`config.mk`:
```
export PLATFORM = sky130hd
export DESIGN_NAME = hazard_ctrl
export DESIGN_NICKNAME = d
export VERILOG_FILES = /design/src/rtl/mips_hazard_pkg.sv /design/src/rtl/sat_counter.sv /design/src/rtl/hazard_ctrl.sv
export SDC_FILE = /design/constraint.sdc
export NUM_CORES = 1
export LEC_CHECK = 0
export CELL_PAD_IN_SITES_DETAIL_PLACEMENT = 0
export CELL_PAD_IN_SITES_GLOBAL_PLACEMENT = 2
export CORE_MARGIN = 2
export CORE_UTILIZATION = 28
export CTS_BUF_LIST = sky130_fd_sc_hd__clkbuf_2 sky130_fd_sc_hd__clkbuf_4 sky130_fd_sc_hd__clkbuf_8
export CTS_CLUSTER_DIAMETER = 40
export DETAILED_ROUTE_END_ITERATION = 10
export GPL_TIMING_DRIVEN = 0
export PLACE_DENSITY_LB_ADDON = 0.1
export SKIP_LAST_GASP = 1
export SLEW_MARGIN = 40
export SYNTH_ARGS = -nofsm -noshare
export SYNTH_HDL_FRONTEND = slang
export SYNTH_SLANG_ARGS = --single-unit
export TNS_END_PERCENT = 20
```
`constraint.sdc`:
```
create_clock -name clock -period 2.5 [get_ports clock]
set_input_delay 0.5 -clock clock [delete_from_list [all_inputs] [get_ports clock]]
set_output_delay 0.5 -clock clock [all_outputs]
set_load 0.01 [all_outputs]
```
`src/rtl/mips_hazard_pkg.sv`:
```
// Shared types and constants for the pipeline hazard controller.
// The FSM state codes are visible on state_o.
package mips_hazard_pkg;

   localparam int REG_W = 5;
   localparam logic [REG_W-1:0] REG_ZERO = 5'd0;
   localparam int DEFAULT_MAX_STALL = 2;

   typedef enum logic [1:0] {
      RUN   = 2'd0,
      STALL = 2'd1,
      FLUSH = 2'd2
   } hz_state_e;

endpackage

```
`src/rtl/sat_counter.sv`:
```
// Event counter that sticks at all-ones instead of wrapping.
// Synchronous active-high reset.
module sat_counter #(
   parameter int W = 16
) (
   input  logic         clock,
   input  logic         reset,
   input  logic         inc,
   output logic [W-1:0] count
);

   logic [W-1:0] count_q;
   logic [W-1:0] count_d;

   always_comb begin
      count_d = count_q;
      if (inc && (count_q != {W{1'b1}})) begin
         count_d = count_q + 1'b1;
      end
   end

   always_ff @(posedge clock) begin
      if (reset) begin
         count_q <= '0;
      end else begin
         count_q <= count_d;
      end
   end

   assign count = count_q;

endmodule

```
`src/rtl/hazard_ctrl.sv`:
```
// Load-use / taken-branch hazard controller driving PC and pipeline-register
// enables and flushes, with event counters and a stuck-stall watchdog.
//
//  state | meaning
//  RUN   | previous cycle advanced normally
//  STALL | previous cycle held PC and IF/ID for a load-use bubble
//  FLUSH | previous cycle squashed IF/ID, ID/EX, EX/MEM for a taken branch
//  (3)   | illegal; returns to RUN and raises hazard_error
module hazard_ctrl
   import mips_hazard_pkg::*;
#(
   parameter int CNT_W     = 16,
   parameter int MAX_STALL = DEFAULT_MAX_STALL
) (
   input  logic             clock,
   input  logic             reset,
   input  logic [REG_W-1:0] ifid_rs,
   input  logic [REG_W-1:0] ifid_rt,
   input  logic             ifid_uses_rt,
   input  logic             idex_memread,
   input  logic [REG_W-1:0] idex_rt,
   input  logic             branch_taken,
   output logic             pc_write,
   output logic             ifid_write,
   output logic             ifid_flush,
   output logic             idex_flush,
   output logic             exmem_flush,
   output logic [CNT_W-1:0] stall_count,
   output logic [CNT_W-1:0] flush_count,
   output logic             hazard_error,
   output logic [1:0]       state_o
);

   localparam logic [3:0] RUN_LIMIT = 4'(MAX_STALL - 1);

   hz_state_e  state_q, state_d;
   logic [3:0] run_q, run_d;
   logic       err_q, err_d;

   logic lu;
   logic br;
   logic stall_evt;
   logic illegal_state;

   always_comb begin
      lu = idex_memread && (idex_rt != REG_ZERO) &&
           ((idex_rt == ifid_rs) || (ifid_uses_rt && (idex_rt == ifid_rt)));
      br = branch_taken;
      stall_evt = lu && !br;
   end

   // Controls are combinational so the pipeline registers act on this edge.
   always_comb begin
      pc_write    = 1'b1;
      ifid_write  = 1'b1;
      ifid_flush  = 1'b0;
      idex_flush  = 1'b0;
      exmem_flush = 1'b0;
      if (reset) begin
         pc_write    = 1'b0;
         ifid_write  = 1'b0;
         ifid_flush  = 1'b1;
         idex_flush  = 1'b1;
         exmem_flush = 1'b1;
      end else if (br) begin
         ifid_flush  = 1'b1;
         idex_flush  = 1'b1;
         exmem_flush = 1'b1;
      end else if (lu) begin
         pc_write    = 1'b0;
         ifid_write  = 1'b0;
         idex_flush  = 1'b1;
      end
   end

   always_comb begin
      state_d       = RUN;
      illegal_state = 1'b0;
      case (state_q)
         RUN, STALL, FLUSH: begin
            if (br) begin
               state_d = FLUSH;
            end else if (lu) begin
               state_d = STALL;
            end else begin
               state_d = RUN;
            end
         end
         default: begin
            state_d       = RUN;
            illegal_state = 1'b1;
         end
      endcase
   end

   // Watchdog: count back-to-back stall cycles; a correct bubble never repeats.
   always_comb begin
      run_d = 4'd0;
      if (stall_evt) begin
         run_d = (run_q == 4'hF) ? run_q : run_q + 4'd1;
      end
      err_d = err_q || illegal_state || (stall_evt && (run_q == RUN_LIMIT));
   end

   always_ff @(posedge clock) begin
      if (reset) begin
         state_q <= RUN;
         run_q   <= 4'd0;
         err_q   <= 1'b0;
      end else begin
         state_q <= state_d;
         run_q   <= run_d;
         err_q   <= err_d;
      end
   end

   sat_counter #(.W(CNT_W)) u_stall_cnt (
      .clock (clock),
      .reset (reset),
      .inc   (stall_evt),
      .count (stall_count)
   );

   sat_counter #(.W(CNT_W)) u_flush_cnt (
      .clock (clock),
      .reset (reset),
      .inc   (br),
      .count (flush_count)
   );

   assign hazard_error = err_q;
   assign state_o      = state_q;

endmodule

```
-- Yosys cells after proc, flatten, opt, wreduce, memory -nomap -nowiden
Cells that the tools add are included.
- add/subtract/negate cells: 3
- eq/ne operators: 8
- muxes and demuxes: 11
- bitwise operators: 2
- reductions and logical operators: 17
- operators by type and width (kind ; number):
    16-bit by 1-bit adder with 16-bit output, second input constant ; 2
    16-bit != test, second input constant ; 2
    5-bit == test ; 2
    1-bit two-way mux ; 10
    1-bit logical AND ; 7
    3-bit OR reduction ; 2
    5-bit nonzero test ; 1
    4-bit by 1-bit adder with 4-bit output, second input constant ; 1
    4-bit by 1-bit == test with 1-bit output, second input constant ; 1
    4-bit == test, second input constant ; 1
    2-bit OR reduction ; 2
    1-bit logical OR ; 3
    2-bit by 1-bit == test with 1-bit output, second input constant ; 1
    2-bit == test, second input constant ; 1
    2-bit zero test ; 1
    2-bit two-way mux ; 1
    1-bit inverter ; 2
    1-bit zero test ; 1
- bits in registers: 39
- input bits: 20
- output and inout port bits: 40
- logic and storage cells: 47

-- Depth between registers and ports, before layout
Gate-level depths: netlist of run 1.
- depth after elaboration: 7
- mapped depth: 7
- gate-level depth less buffers: 6

-- Hierarchy
A second synthesis of run 1 with hierarchy kept.
- cells, all modules: 252
- area, all modules: 2179.6 um^2
- by module, submodules not included (module ; times used ; cells each ; area each (um^2) ; seq. area each (um^2)):
    sat_counter ; 2 ; 99 ; 848.3 ; 320.3
    hazard_ctrl ; 1 ; 54 ; 483.0 ; 140.1

-- Worst setup path before layout of run 1
Ideal clock, no wire load.
- path type: in2reg
- start point: in branch_taken
- end point: reg u_stall_cnt.count_q[13], in the netlist u_stall_cnt.count[13]
- library setup time: 123 ps
- arrival time: 2039 ps
- required time: 2377 ps
- path slack: 338 ps
- stages on the path: 6
- buffers on the path: 2
- cell sequence: clkbuf_1 > or3_1 > o22a_4 > buf_6 > nor4_1 > mux2_1
- word-level cells in the longest chain between the ends: 3
- RTL lines (element ; line ; source):
    from (decl) ; hazard_ctrl.sv:22 ; input logic branch_taken,
    1-bit zero test ; hazard_ctrl.sv:49 ; stall_evt = lu && !br;
    1-bit logical AND ; hazard_ctrl.sv:49 ;
    1-bit logical AND ; sat_counter.sv:17 ; if (inc && (count_q != {W{1'b1}})) begin
    to (signal assigned) ; sat_counter.sv:26 ; count_q <= count_d;
    to (decl) ; sat_counter.sv:12 ; logic [W-1:0] count_q;
Every way passes these cells.
A chain may end at the register's enable or synchronous reset.

-- Worst setup path after layout of run 1
- start point: in idex_rt[3]
- end point: out idex_flush
- word-level cells in the longest chain between the ends: 7
- elaborated cells between the ends (all ways): 10
- classes of those cells: eq/ne (2); mux (3); reduce/logical (5)
- RTL lines (element ; line ; source):
    from (decl) ; hazard_ctrl.sv:21 ; input logic [REG_W-1:0] idex_rt,
    5-bit == test ; hazard_ctrl.sv:47 ; ((idex_rt == ifid_rs) || (ifid_uses_rt && (idex_rt == ifid_rt)));
    1-bit logical AND ; hazard_ctrl.sv:47 ;
    1-bit logical OR ; hazard_ctrl.sv:47 ;
    1-bit logical AND * ; hazard_ctrl.sv:46 ; lu = idex_memread && (idex_rt != REG_ZERO) &&
    1-bit two-way mux * ; hazard_ctrl.sv:69 ; end else if (lu) begin
    1-bit two-way mux * ; hazard_ctrl.sv:65 ; end else if (br) begin
    1-bit two-way mux * ; hazard_ctrl.sv:59 ; if (reset) begin
    to (decl) ; hazard_ctrl.sv:26 ; output logic idex_flush,
Every way passes the cells marked *; elsewhere a longest branch is shown, timed or not.

==> results.md, run 1 <==
* Status: finished, final reports clean
* CP most frequent cell: nand2_1
* Post-synthesis cell type count at 45
* Post-route setup slack at 0.0610 ns
* Port buffer count at 57
* CP top delay family: simple AND/OR/NAND/NOR gates
* WP buf/inv at 2
* Synth area leaders: dfxtp_1 38%, xor2_1 5.0%, nor2_1 4.7%
* Global Route Usage Sum at 15.1%
* Crit end category: output pin
* Slowest CP cell: or4_4
* Core area at 7210 um^2
* Layout area overhead at 40.7%
* Antenna viol nets, final at 0
* Final hold vios at 0
* FP Rows at 31
* Final clock skew at 0.00769 ns
* Clock buffer depth at 2
* Hold Path Sink: state_o[0]
* Critical-path maximum fanout at 4
* Max Cap Violations at 0
* P_sw at 0.320 mW
* Hpwl dp at 4220 um
* Layout cells sized above 1 at 11.5%
* Final period util at 97.6%
* Final slew viol count at 0
* Crit path launch type: input port
* Sequential fraction of design power at 51.1%
* Post-route insts no fill at 411
* # hold bufs at CTS at 0
* RR Startpoint: u_stall_cnt.count[2]
* # fillers at 763
* Top cell type's share of synthesized area at 37.5%
* Clock network power share at 38.1%
* Clock buffer count from CTS at 5
* Multi-input logic area at 1270 um^2
* Worst EP required at 2.00 ns
* Worst slew margin at 66.5%
* DR vias at 2088
* Critical path cell sequence: clkdlybuf4s15_1 -> or4_4 -> o21a_4 -> nand2_1 -> nand2_1 -> dlygate4sd2_1
* Root Buffer: clkbuf_8
* Internal power at 0.917 mW
* Seq/Total Area, Yosys at 37.5%
* ANT cells at 0
* Worst-Margin Slew at 0.502 ns
* # setup viols final at 0
* Post-DR vias/cell at 5.08
* Synth async-reset ratio at 0%
* I/O pin total at 60
* Synthesized net count at 268
* P per Cell Area at 422 nW/um^2
* Vias in the first global route at 1951
* Drt first pass iters at 4
* Mean Syn Cell Area at 8.53 um^2
* Most common flop cell mapped by yosys: dfxtp_1
* DP Worst Slack at -0.688 ns
* Min Clock Period, post-route at 2.44 ns
* Post-synth EDFFs at 0
* Die Wd at 90.2 um
* Cell count after placement at 400
* VDD IR max at 0.164 mV
* Initial Util at 28.9%
* Initial antenna violation count at 0
* Sequential standard cell area at 781 um^2
* Unrepaired setup endpoints after global routing: yes
* Die Ht at 90.2 um
* Clk Latency, worst-skew pair at 0.30 ns
* Post-synth top area cell: dfxtp_1
* WL final at 5930 um
* Nets@finish at 335
* Hold/Removal Path Class: reg -> reg
* Clk slew on worst S/H paths at 0.08 ns
* Full die area at 8140 um^2
* Number of DRC markers in iteration 0 at 142
* Hold_sp: state_o[1]
* Largest net degree at the start of global routing at 14
* Crit path DAT at 1.94 ns
* CP peak stage delay at 0.51 ns
* Max Fclk at 410 MHz
* Gate Count Post-Synth at 244
* Net Sw Frac at 25.9%
* Worst reg2reg endpoint: u_stall_cnt.count[3]
* Reg2reg path depth at 6
* Wire per inst at 14.4 um
* Setup CP Type: in -> out
* Worst R2R Setup Slack at 0.51 ns
* CTS H-tree lvls at 2
* Leak at 1.00 nW
* Hold Crit Depth at 1
* Clock sinks at 39
* DRC at 0
* Total congestion overflow at 0
* Flops & latches, synth at 39
* CTS tree: yes
* GPL Wtd Cong at 0.725
* Synth warn at 0
* Comb power frac at 10.8%
* Mapped cell area at 2080 um^2
* First-pass GRT wire length at 10100 um
[power by group through the flow]
| stage | clock [mW] | sequential (mW) | combinational [mW] |
|---|---|---|---|
| after CTS | 0.493 | 0.632 | 0.130 |
| after global routing | 0.523 | 0.633 | 0.147 |
| after detailed placement | 0 | 0.647 | 0.129 |
| final | 0.471 | 0.632 | 0.134 |
| after global placement | 0 | 0.647 | 0.129 |
| after floorplan | 0 | 0.648 | 0.0594 |
[repair_timing]
| action | in CTS | in global routing |
|---|---|---|
| endpoints found under the setup margin | 4 | 4 |
| pin swaps | 7 | 9 |
| buffers inserted | 3 | 0 |
| resized for setup | 22 | 16 |
[synth_stat cells (3+ instances only)]
cell      instances
mux2i_1           3
nand3_1          16
and3_1            5
a211oi_1          3
nand2_1          15
inv_1             8
nor2_1           26
a21oi_1          12
o31ai_1           8
buf_4             3
nor2b_1           3
o21ai_0           7
nor3_1            6
clkbuf_1          5
and4_1            5
xor2_1           12
nor4_1            3
ha_1              4
nand4_1          12
xnor2_1          10
or4_1            10
dfxtp_1          39
[kinds of logic (layout without fill, tap and decap cells)]
group           Yosys count  in the layout  share of synthesized area, %
buf+inv                  18             86                          4.21
compound gates           45             45                          14.8
simple gates            110            110                          28.7
fa+ha+maj                 4              4                          2.40
mux                       6              6                          3.06
flops                    39             39                          37.5
xor+xnor                 22             22                          9.25
[final cells by class]
type	count	share of cell area [%]
Buffer	10	1.96
Clock buffer	6	2.82
Clock inverter	2	0.555
Inverter	8	1.03
Multi-Input combinational cell	187	43.3
Sequential cell	39	26.7
Tap cell	99	4.23
Timing Repair Buffer	60	19.5
[layout by cell type, fill, tap and decap left out, types with 4 or more instances in the layout]
cell type,n
clkdlybuf4s50_1,41
dfxtp_1,39
nor2_1,26
nand3_1,16
nand2_1,14
nand4_1,12
a21oi_1,12
xor2_1,11
xnor2_1,9
or4_1,9
inv_1,8
o31ai_1,8
o21ai_0,7
buf_4,6
nor3_1,6
clkbuf_8,6
dlygate4sd2_1,6
clkbuf_1,5
and4_1,5
and3_1,5
ha_1,4
dlymetal6s2s_1,4
[metrics by stage]
| step | total power [mW] | hold WS [ns] | util (%) | cell area (um^2) | setup TNS, ns |
|---|---|---|---|---|---|
| after global routing | 1.30 | 0.534 | 40.6 | 2930 | -0.0568 |
| after CTS | 1.26 | 0.504 | 40.1 | 2890 | -0.0776 |
| after floorplan | 0.707 | 0.487 | - | 2080 | 0 |
| after global placement | 0.776 | 0.486 | 38.5 | 2780 | -4.68 |
| after detailed placement | 0.776 | 0.482 | 38.5 | 2780 | -4.39 |
| final | 1.24 | 0.497 | 40.6 | 2930 | 0 |
[worst register-to-register path: cells and delay by family, from the launching register on]
family,cells,cell delay (ns)
AOI/OAI and AO/OA,3,0.67
and+or+nand+nor,2,0.48
DFF,1,0.45
buffers and inverters,1,0.32
[flip-flops by register name (all words and copies together), names as in the netlist]
signal and count:
run_q 4, hazard_error 1, state_o 2, u_flush_cnt.count 16, u_stall_cnt.count 16
[how the worst max path moves through the flow]
| stage | from | endpoint | slack (ns) | cells after the start |
|---|---|---|---|---|
| global placement | idex_rt[1] | pc_write | -0.71 | 7 |
| detailed placement | idex_rt[2] | pc_write | -0.69 | 8 |
| floorplan | branch_taken | u_stall_cnt.count[13] | 0.34 | 6 |
| global route | idex_rt[0] | pc_write | -0.06 | 8 |
| finish | idex_rt[3] | idex_flush | 0.06 | 6 |
| CTS | idex_rt[1] | idex_flush | -0.04 | 6 |
[metal layers]
metal	share of wire [%]	GRT usage, %	vias to the layer above
li1	-	-	1042
met1	51	22.4	980
met2	43	21.5	62
met3	5.2	3.60	4
met4	0.51	4.23	0
met5	0	0	-
No activity file was read; power rests on OpenSTA's default activity.
==> inputs of run 2 (changes only) <==
--- a/config.mk
+++ b/config.mk
@@ -5,10 +5,11 @@
 export SDC_FILE = /design/constraint.sdc
 export NUM_CORES = 1
 export LEC_CHECK = 0
+export ABC_AREA = 1
 export CELL_PAD_IN_SITES_DETAIL_PLACEMENT = 0
 export CELL_PAD_IN_SITES_GLOBAL_PLACEMENT = 2
 export CORE_MARGIN = 2
-export CORE_UTILIZATION = 28
+export CORE_UTILIZATION = 26
 export CTS_BUF_LIST = sky130_fd_sc_hd__clkbuf_2 sky130_fd_sc_hd__clkbuf_4 sky130_fd_sc_hd__clkbuf_8
 export CTS_CLUSTER_DIAMETER = 40
 export DETAILED_ROUTE_END_ITERATION = 10
==> results.md, run 2 <==
* Final clock skew at 0.00711 ns (-0.000583 ns)
* Leak at 1.34 nW (+34%)
* Clk slew on worst S/H paths at 0.08 ns (about the same)
* Clock sinks at 39 (unchanged)
* FP Rows at 34 (+9.7%)
* Post-synthesis cell type count at 37 (-18%)
* Crit path DAT at 1.96 ns (+0.02 ns)
* Worst slew margin at 77.0% (+10 points)
* CTS H-tree lvls at 2 (unchanged)
* Full die area at 9790 um^2 (+20%)
* Critical-path maximum fanout at 8 (+4)
* Final period util at 98.2% (+0.65 points)
* Clk Latency, worst-skew pair at 0.30 ns (about the same)
* Critical path cell sequence: clkdlybuf4s50_1 -> buf_6 -> nor2_2 -> inv_1 -> buf_4 -> clkdlybuf4s50_1
* Unrepaired setup endpoints after global routing: yes
* Worst R2R Setup Slack at 0.80 ns (+0.29 ns)
* Crit path launch type: input port
* Hold Path Sink: u_flush_cnt.count[0]
* Synth area leaders: dfxtp_1 33%, nand2_1 16%, nor2_1 11%
* Root Buffer: clkbuf_8
* Antenna viol nets, final at 0 (unchanged)
* Global Route Usage Sum at 13.5% (-1.5 points)
* Hold Crit Depth at 2 (+1)
* Synth async-reset ratio at 0% (unchanged)
* CTS tree: yes
* Worst EP required at 2.00 ns (about the same)
* GPL Wtd Cong at 0.741 (+2.3%)
* Max Cap Violations at 0 (unchanged)
* RR Startpoint: u_flush_cnt.count[1]
* Worst-Margin Slew at 0.344 ns (-0.158 ns)
* Initial Util at 26.9% (-2.0 points)
* Total congestion overflow at 0 (unchanged)
* P per Cell Area at 381 nW/um^2 (-9.8%)
* Hold_sp: u_flush_cnt.count[0]
* Top cell type's share of synthesized area at 33.3% (-4.2 points)
* First-pass GRT wire length at 10800 um (+6.5%)
* WL final at 6390 um (+7.7%)
* Most common flop cell mapped by yosys: dfxtp_1
* Initial antenna violation count at 0 (unchanged)
* Hpwl dp at 4830 um (+14%)
* # setup viols final at 0 (unchanged)
* Die Ht at 99.0 um (+9.7%)
* Flops & latches, synth at 39 (unchanged)
* Min Clock Period, post-route at 2.46 ns (+0.0162 ns)
* Mapped cell area at 2340 um^2 (+13%)
* Hold/Removal Path Class: reg -> reg
* Setup TNS at 0 ns (unchanged)
* I/O pin total at 60 (unchanged)
* DR vias at 2367 (+13%)
* Clock buffer depth at 2 (unchanged)
* Largest net degree at the start of global routing at 13 (-1)
* Hold Slack at 0.508 ns (+0.0113 ns)
* Synthesized net count at 390 (+46%)
* Drt first pass iters at 4 (unchanged)
* Port buffer count at 59 (+3.5%)
* Clock buffer count from CTS at 5 (unchanged)
* Count leader, synth: nand2_1
* CP most frequent cell: clkdlybuf4s50_1
* Die Wd at 99.0 um (+9.7%)
* Post-synth top area cell: dfxtp_1
* Nets@finish at 464 (+39%)
* Final hold vios at 0 (unchanged)
* CP peak stage delay at 0.54 ns (+0.03 ns)
* ANT cells at 0 (unchanged)
* Number of DRC markers in iteration 0 at 69 (-51%)
* Layout cells sized above 1 at 13.2% (+1.6 points)
* Gate Count Post-Synth at 366 (+50%)
* Commonest non-fill, non-tap cell in the layout: nand2_1
* Final slew viol count at 0 (unchanged)
* Slowest CP cell: clkdlybuf4s50_1
* Worst reg2reg endpoint: u_flush_cnt.count[10]
* Mean Syn Cell Area at 6.41 um^2 (-25%)
* Setup CP Type: in -> out
* Vias in the first global route at 2209 (+13%)
* VDD IR max at 0.164 mV (about the same)
* Top cells by count, synth: 100 x nand2_1, 70 x nor2_1, 46 x inv_1
* Reg2reg path depth at 11 (+5)
* Layout area overhead at 38.5%
* Status: finished, final reports clean
* Wire per inst at 11.6 um (-19%)
* Most frequent cells in the layout: 98 x nand2_1, 67 x nor2_1, 50 x clkdlybuf4s50_1
* DRC at 0 (unchanged)
* Max Fclk at 407 MHz (-0.66%)
* Post-synth EDFFs at 0 (unchanged)
* Synth warn at 0 (unchanged)
* Core area at 8720 um^2 (+21%)
* Crit end category: output pin
* Post-DR vias/cell at 4.31 (-15%)
* Seq/Total Area, Yosys at 33.3% (-4.2 points)
==> run 2: changes by cell type after synthesis, moves of 9 or more <==
cell / previous run / this run
xor2_1: 12 / 3
nor2_1: 26 / 70
nand2_1: 15 / 100
inv_1: 8 / 46
or4_1: 10 / 0
==> run 2: power by group <==
part / switching (mW) / leakage [nW] / internal (mW)
Sequential: 0.00576 / 0.315 / 0.626
Combinational: 0.0792 / 0.985 / 0.0750
Clock: 0.244 / 0.0446 / 0.206
Total: 0.329 / 1.34 / 0.907
==> run 2: final cells by class <==
class / count / area [um^2]
clock buffers: 6 / 76.3
well taps: 108 / 135
inverters: 51 / 193
multi-input cells: 269 / 1350
repair buffers: 67 / 644
plain buffers: 7 / 55.1
flip-flops and latches: 39 / 781
clock inverters: 2 / 12.5
fillers: 967 / 5470
==> run 2: repair_timing <==
item                                    CTS  global route
gates resized for setup                  18            13
pin swaps                                 2             2
hold buffers                              0             0
buffers inserted                          4             4
endpoints found under the setup margin    5             5
==> run 2: logic make-up (layout without fill, tap and decap cells) <==
family | Yosys count | in the layout | share of synthesized area, %
xor+xnor | 5 | 5 | 1.87
buf+inv | 58 | 133 | 10.1
fa+ha+maj | 4 | 4 | 2.13
flops | 39 | 39 | 33.3
simple gates | 229 | 229 | 45.4
mux | 1 | 1 | 0.427
compound gates | 30 | 30 | 6.72
==> run 2: routing by layer <==
metal	global-route usage [%]	vias up	share of wire [%]
met3	3.40	5	3.9
met4	3.48	0	0.94
met5	0	-	0
li1	-	1290	-
met2	20.8	44	44
met1	18.9	1028	51
==> run 2: critical path, delay by kind of cell <==
kind                   cells  cell delay, ns
and+or+nand+nor            1            0.05
buffers and inverters      5            1.41
==> run 2: metrics by stage <==
| step | util (%) | instance area, um^2 | total power [mW] | setup WS [ns] | instances |
|---|---|---|---|---|---|
| after global routing | 37.2 | 3250 | 1.30 | -0.0198 | 549 |
| final | 37.2 | 3250 | 1.24 | 0.0448 | 549 |
| after detailed placement | 35.2 | 3070 | 0.791 | -0.585 | 533 |
| after floorplan | - | 2340 | 0.715 | 0.643 | 366 |
| after global placement | 35.2 | 3070 | 0.791 | -0.562 | 533 |
| after CTS | 36.7 | 3200 | 1.26 | -0.0691 | 545 |
==> run 2: worst max-delay path by stage <==
stage / startpoint / end / slack [ns] / depth (start not counted)
after floorplan: idex_rt[3] / pc_write / 0.64 / 10
after global placement: idex_rt[0] / pc_write / -0.56 / 12
after CTS: idex_rt[3] / pc_write / -0.07 / 12
after detailed placement: idex_rt[0] / pc_write / -0.59 / 12
after global routing: ifid_rs[1] / idex_flush / -0.02 / 12
final: reset / ifid_flush / 0.04 / 6
==> inputs of run 3 (changes only) <==
--- a/config.mk
+++ b/config.mk
@@ -8,13 +8,13 @@
 export ABC_AREA = 1
 export CELL_PAD_IN_SITES_DETAIL_PLACEMENT = 0
 export CELL_PAD_IN_SITES_GLOBAL_PLACEMENT = 2
-export CORE_MARGIN = 2
 export CORE_UTILIZATION = 26
 export CTS_BUF_LIST = sky130_fd_sc_hd__clkbuf_2 sky130_fd_sc_hd__clkbuf_4 sky130_fd_sc_hd__clkbuf_8
 export CTS_CLUSTER_DIAMETER = 40
 export DETAILED_ROUTE_END_ITERATION = 10
 export GPL_TIMING_DRIVEN = 0
 export PLACE_DENSITY_LB_ADDON = 0.1
+export REMOVE_ABC_BUFFERS = 1
 export SKIP_LAST_GASP = 1
 export SLEW_MARGIN = 40
 export SYNTH_ARGS = -nofsm -noshare
==> constraint.sdc (replaced) <==
create_clock -name clock -period 2.5 [get_ports clock]
set_input_delay 0.5 -clock clock [delete_from_list [all_inputs] [get_ports clock]]
set_output_delay 0.5 -clock clock [all_outputs]
set_load 0.1 [all_outputs]
==> results.md, run 3 (synthesis gave the netlist of run 2 again) <==
* Busiest layer in global routing: met2
* Leak at 1.40 nW (+3.8%)
* Layout cells sized above 1 at 19.8% (+6.7 points)
* Crit end category: output pin
* Placed cell areas at 2830 um^2 (-8.0%)
* CP peak stage delay at 0.49 ns (-0.05 ns)
* Slowest CP cell: clkdlybuf4s50_1
* Global Route Usage Sum at 13.4% (-0.15 points)
* Min Clock Period, post-route at 2.39 ns (-0.0677 ns)
* DP Worst Slack at -0.461 ns (+0.124 ns)
* Pwr Total at 1.41 mW (+14%)
* Final hold vios at 0 (unchanged)
* Max Cap Violations at 0 (unchanged)
* GRT met2 Usage at 21.2% (+0.45 points)
* Wire per inst at 11.4 um (-2.3%)
* CTS H-tree lvls at 2 (unchanged)
* Cell count after placement at 526 (-1.3%)
* ANT cells at 0 (unchanged)
* Largest net degree at the start of global routing at 28 (+15)
* Initial Util at 26.9% (unchanged)
* Critical path cell sequence: clkdlybuf4s50_1 -> inv_2 -> nand2_1 -> nand2_1 -> nor2_1 -> nand3_1 -> nand2_4 -> nand2_2 -> nand2_2 -> buf_12
* GPL Wtd Cong at 0.751 (+1.4%)
* Clock sinks at 39 (unchanged)
* Crit path launch type: input port
* Post-route insts no fill at 537 (-2.2%)
* DR vias at 2339 (-1.2%)
* P per Cell Area at 463 nW/um^2 (+22%)
* Drt first pass iters at 4 (unchanged)
* Clock buffer count from CTS at 5 (unchanged)
* Hpwl dp at 4600 um (-4.7%)
* WP buf/inv at 3 (-2)
* Util after Layout at 34.9% (-2.3 points)
* Clk slew on worst S/H paths at 0.08 ns (about the same)
* CP top delay family: buffers and inverters
* Crit path DAT at 1.89 ns (-0.07 ns)
* Core area at 8720 um^2 (unchanged)
* Clk Latency, worst-skew pair at 0.29 ns (about the same)
* Setup CP Type: in -> out
* Unrepaired setup endpoints after global routing: no
* Post-route cell area at 3050 um^2 (-6.2%)
* Critical-path maximum fanout at 4 (-4)
* Worst-Margin Slew at 0.677 ns (+0.332 ns)
* First-pass GRT wire length at 10200 um (-5.1%)
* Status: finished, final reports clean
* Met3 usage at 3.18% (-0.23 points)
* Die Wd at 97.0 um (-2.0%)
* Number of DRC markers in iteration 0 at 46 (-33%)
* DRC at 0 (unchanged)
* Layout area overhead at 30.0%
* Post-route setup slack at 0.112 ns (+0.0677 ns)
* Worst EP required at 2.00 ns (about the same)
* Total congestion overflow at 0 (unchanged)
* Nets@finish at 452 (-2.6%)
* Full die area at 9400 um^2 (-4.0%)
* Root Buffer: clkbuf_8
* FP Rows at 34 (unchanged)
* Vias in the first global route at 2110 (-4.5%)
* # fillers at 969 (+0.21%)
* Setup TNS at 0 ns (unchanged)
* Die Ht at 97.0 um (-2.0%)
* Post-DR vias/cell at 4.36 (+1.0%)
* CTS tree: yes
* Port buffer count at 59 (unchanged)
* Hold Crit Depth at 1 (-1)
* # hold bufs at CTS at 0 (unchanged)
* Hold Slack at 0.507 ns (-0.00153 ns)
* Worst slew margin at 54.8% (-22 points)
* Max Fclk at 419 MHz (+2.8%)
* Critical Path Stages at 10 (+4)
* I/O pin total at 60 (unchanged)
* Final clock skew at 0.00735 ns (+0.000238 ns)
* Most frequent cells in the layout: 98 x nand2_1, 69 x nor2_1, 42 x inv_1
* Reg2reg path depth at 9 (-2)
* Commonest non-fill, non-tap cell in the layout: nand2_1
* # setup viols final at 0 (unchanged)
* Hold/Removal Path Class: reg -> reg
* Final period util at 95.5% (-2.7 points)
* Antenna viol nets, final at 0 (unchanged)
* Final slew viol count at 0 (unchanged)
* VDD IR max at 0.190 mV (+16%)
* GR Layer Usage met1 at 18.3% (-0.64 points)
* WL final at 6100 um (-4.5%)
* Initial antenna violation count at 0 (unchanged)
* Clock buffer depth at 2 (unchanged)
run 3: final timing paths:
kind                                      startpoint              endpoint  slack (ns)
worst max-delay path                      idex_rt[3]            idex_flush        0.11
worst min-delay path            u_flush_cnt.count[6]  u_flush_cnt.count[6]        0.51
worst max register to register  u_flush_cnt.count[0]  u_flush_cnt.count[5]        0.35
worst min register to register  u_flush_cnt.count[6]  u_flush_cnt.count[6]        0.51
run 3: area by class of cell:
class                           instances  area, um^2  share of cell area, %
Sequential cell                        39         781                   25.6
Clock inverter                          2        35.0                   1.15
Multi-Input combinational cell        269        1350                   44.3
Tap cell                              108         135                   4.43
Timing Repair Buffer                   62         467                   15.3
Inverter                               51         196                   6.44
Clock buffer                            6        82.6                   2.71
run 3: repair_timing:
action / in CTS / in global routing
endpoints found under the hold margin: 0 / 0
setup buffers: 2 / 1
pin swaps: 2 / 3
endpoints found under the setup margin: 3 / 3
resized for setup: 20 / 9
run 3: where the power goes:
part / total [mW] / switching, mW / internal [mW]
sequential: 0.632 / 0.00573 / 0.626
combinational: 0.209 / 0.143 / 0.0654
clock: 0.571 / 0.247 / 0.324
total: 1.41 / 0.396 / 1.02
run 3: per-layer routing:
layer | part of all wire (%) | wire [um] | vias to the layer above
li1 | - | - | 1268
met3 | 4.1 | 253 | 5
met2 | 44 | 2700 | 39
met1 | 51 | 3100 | 1027
met5 | 0 | 0 | -
met4 | 0.84 | 51 | 0
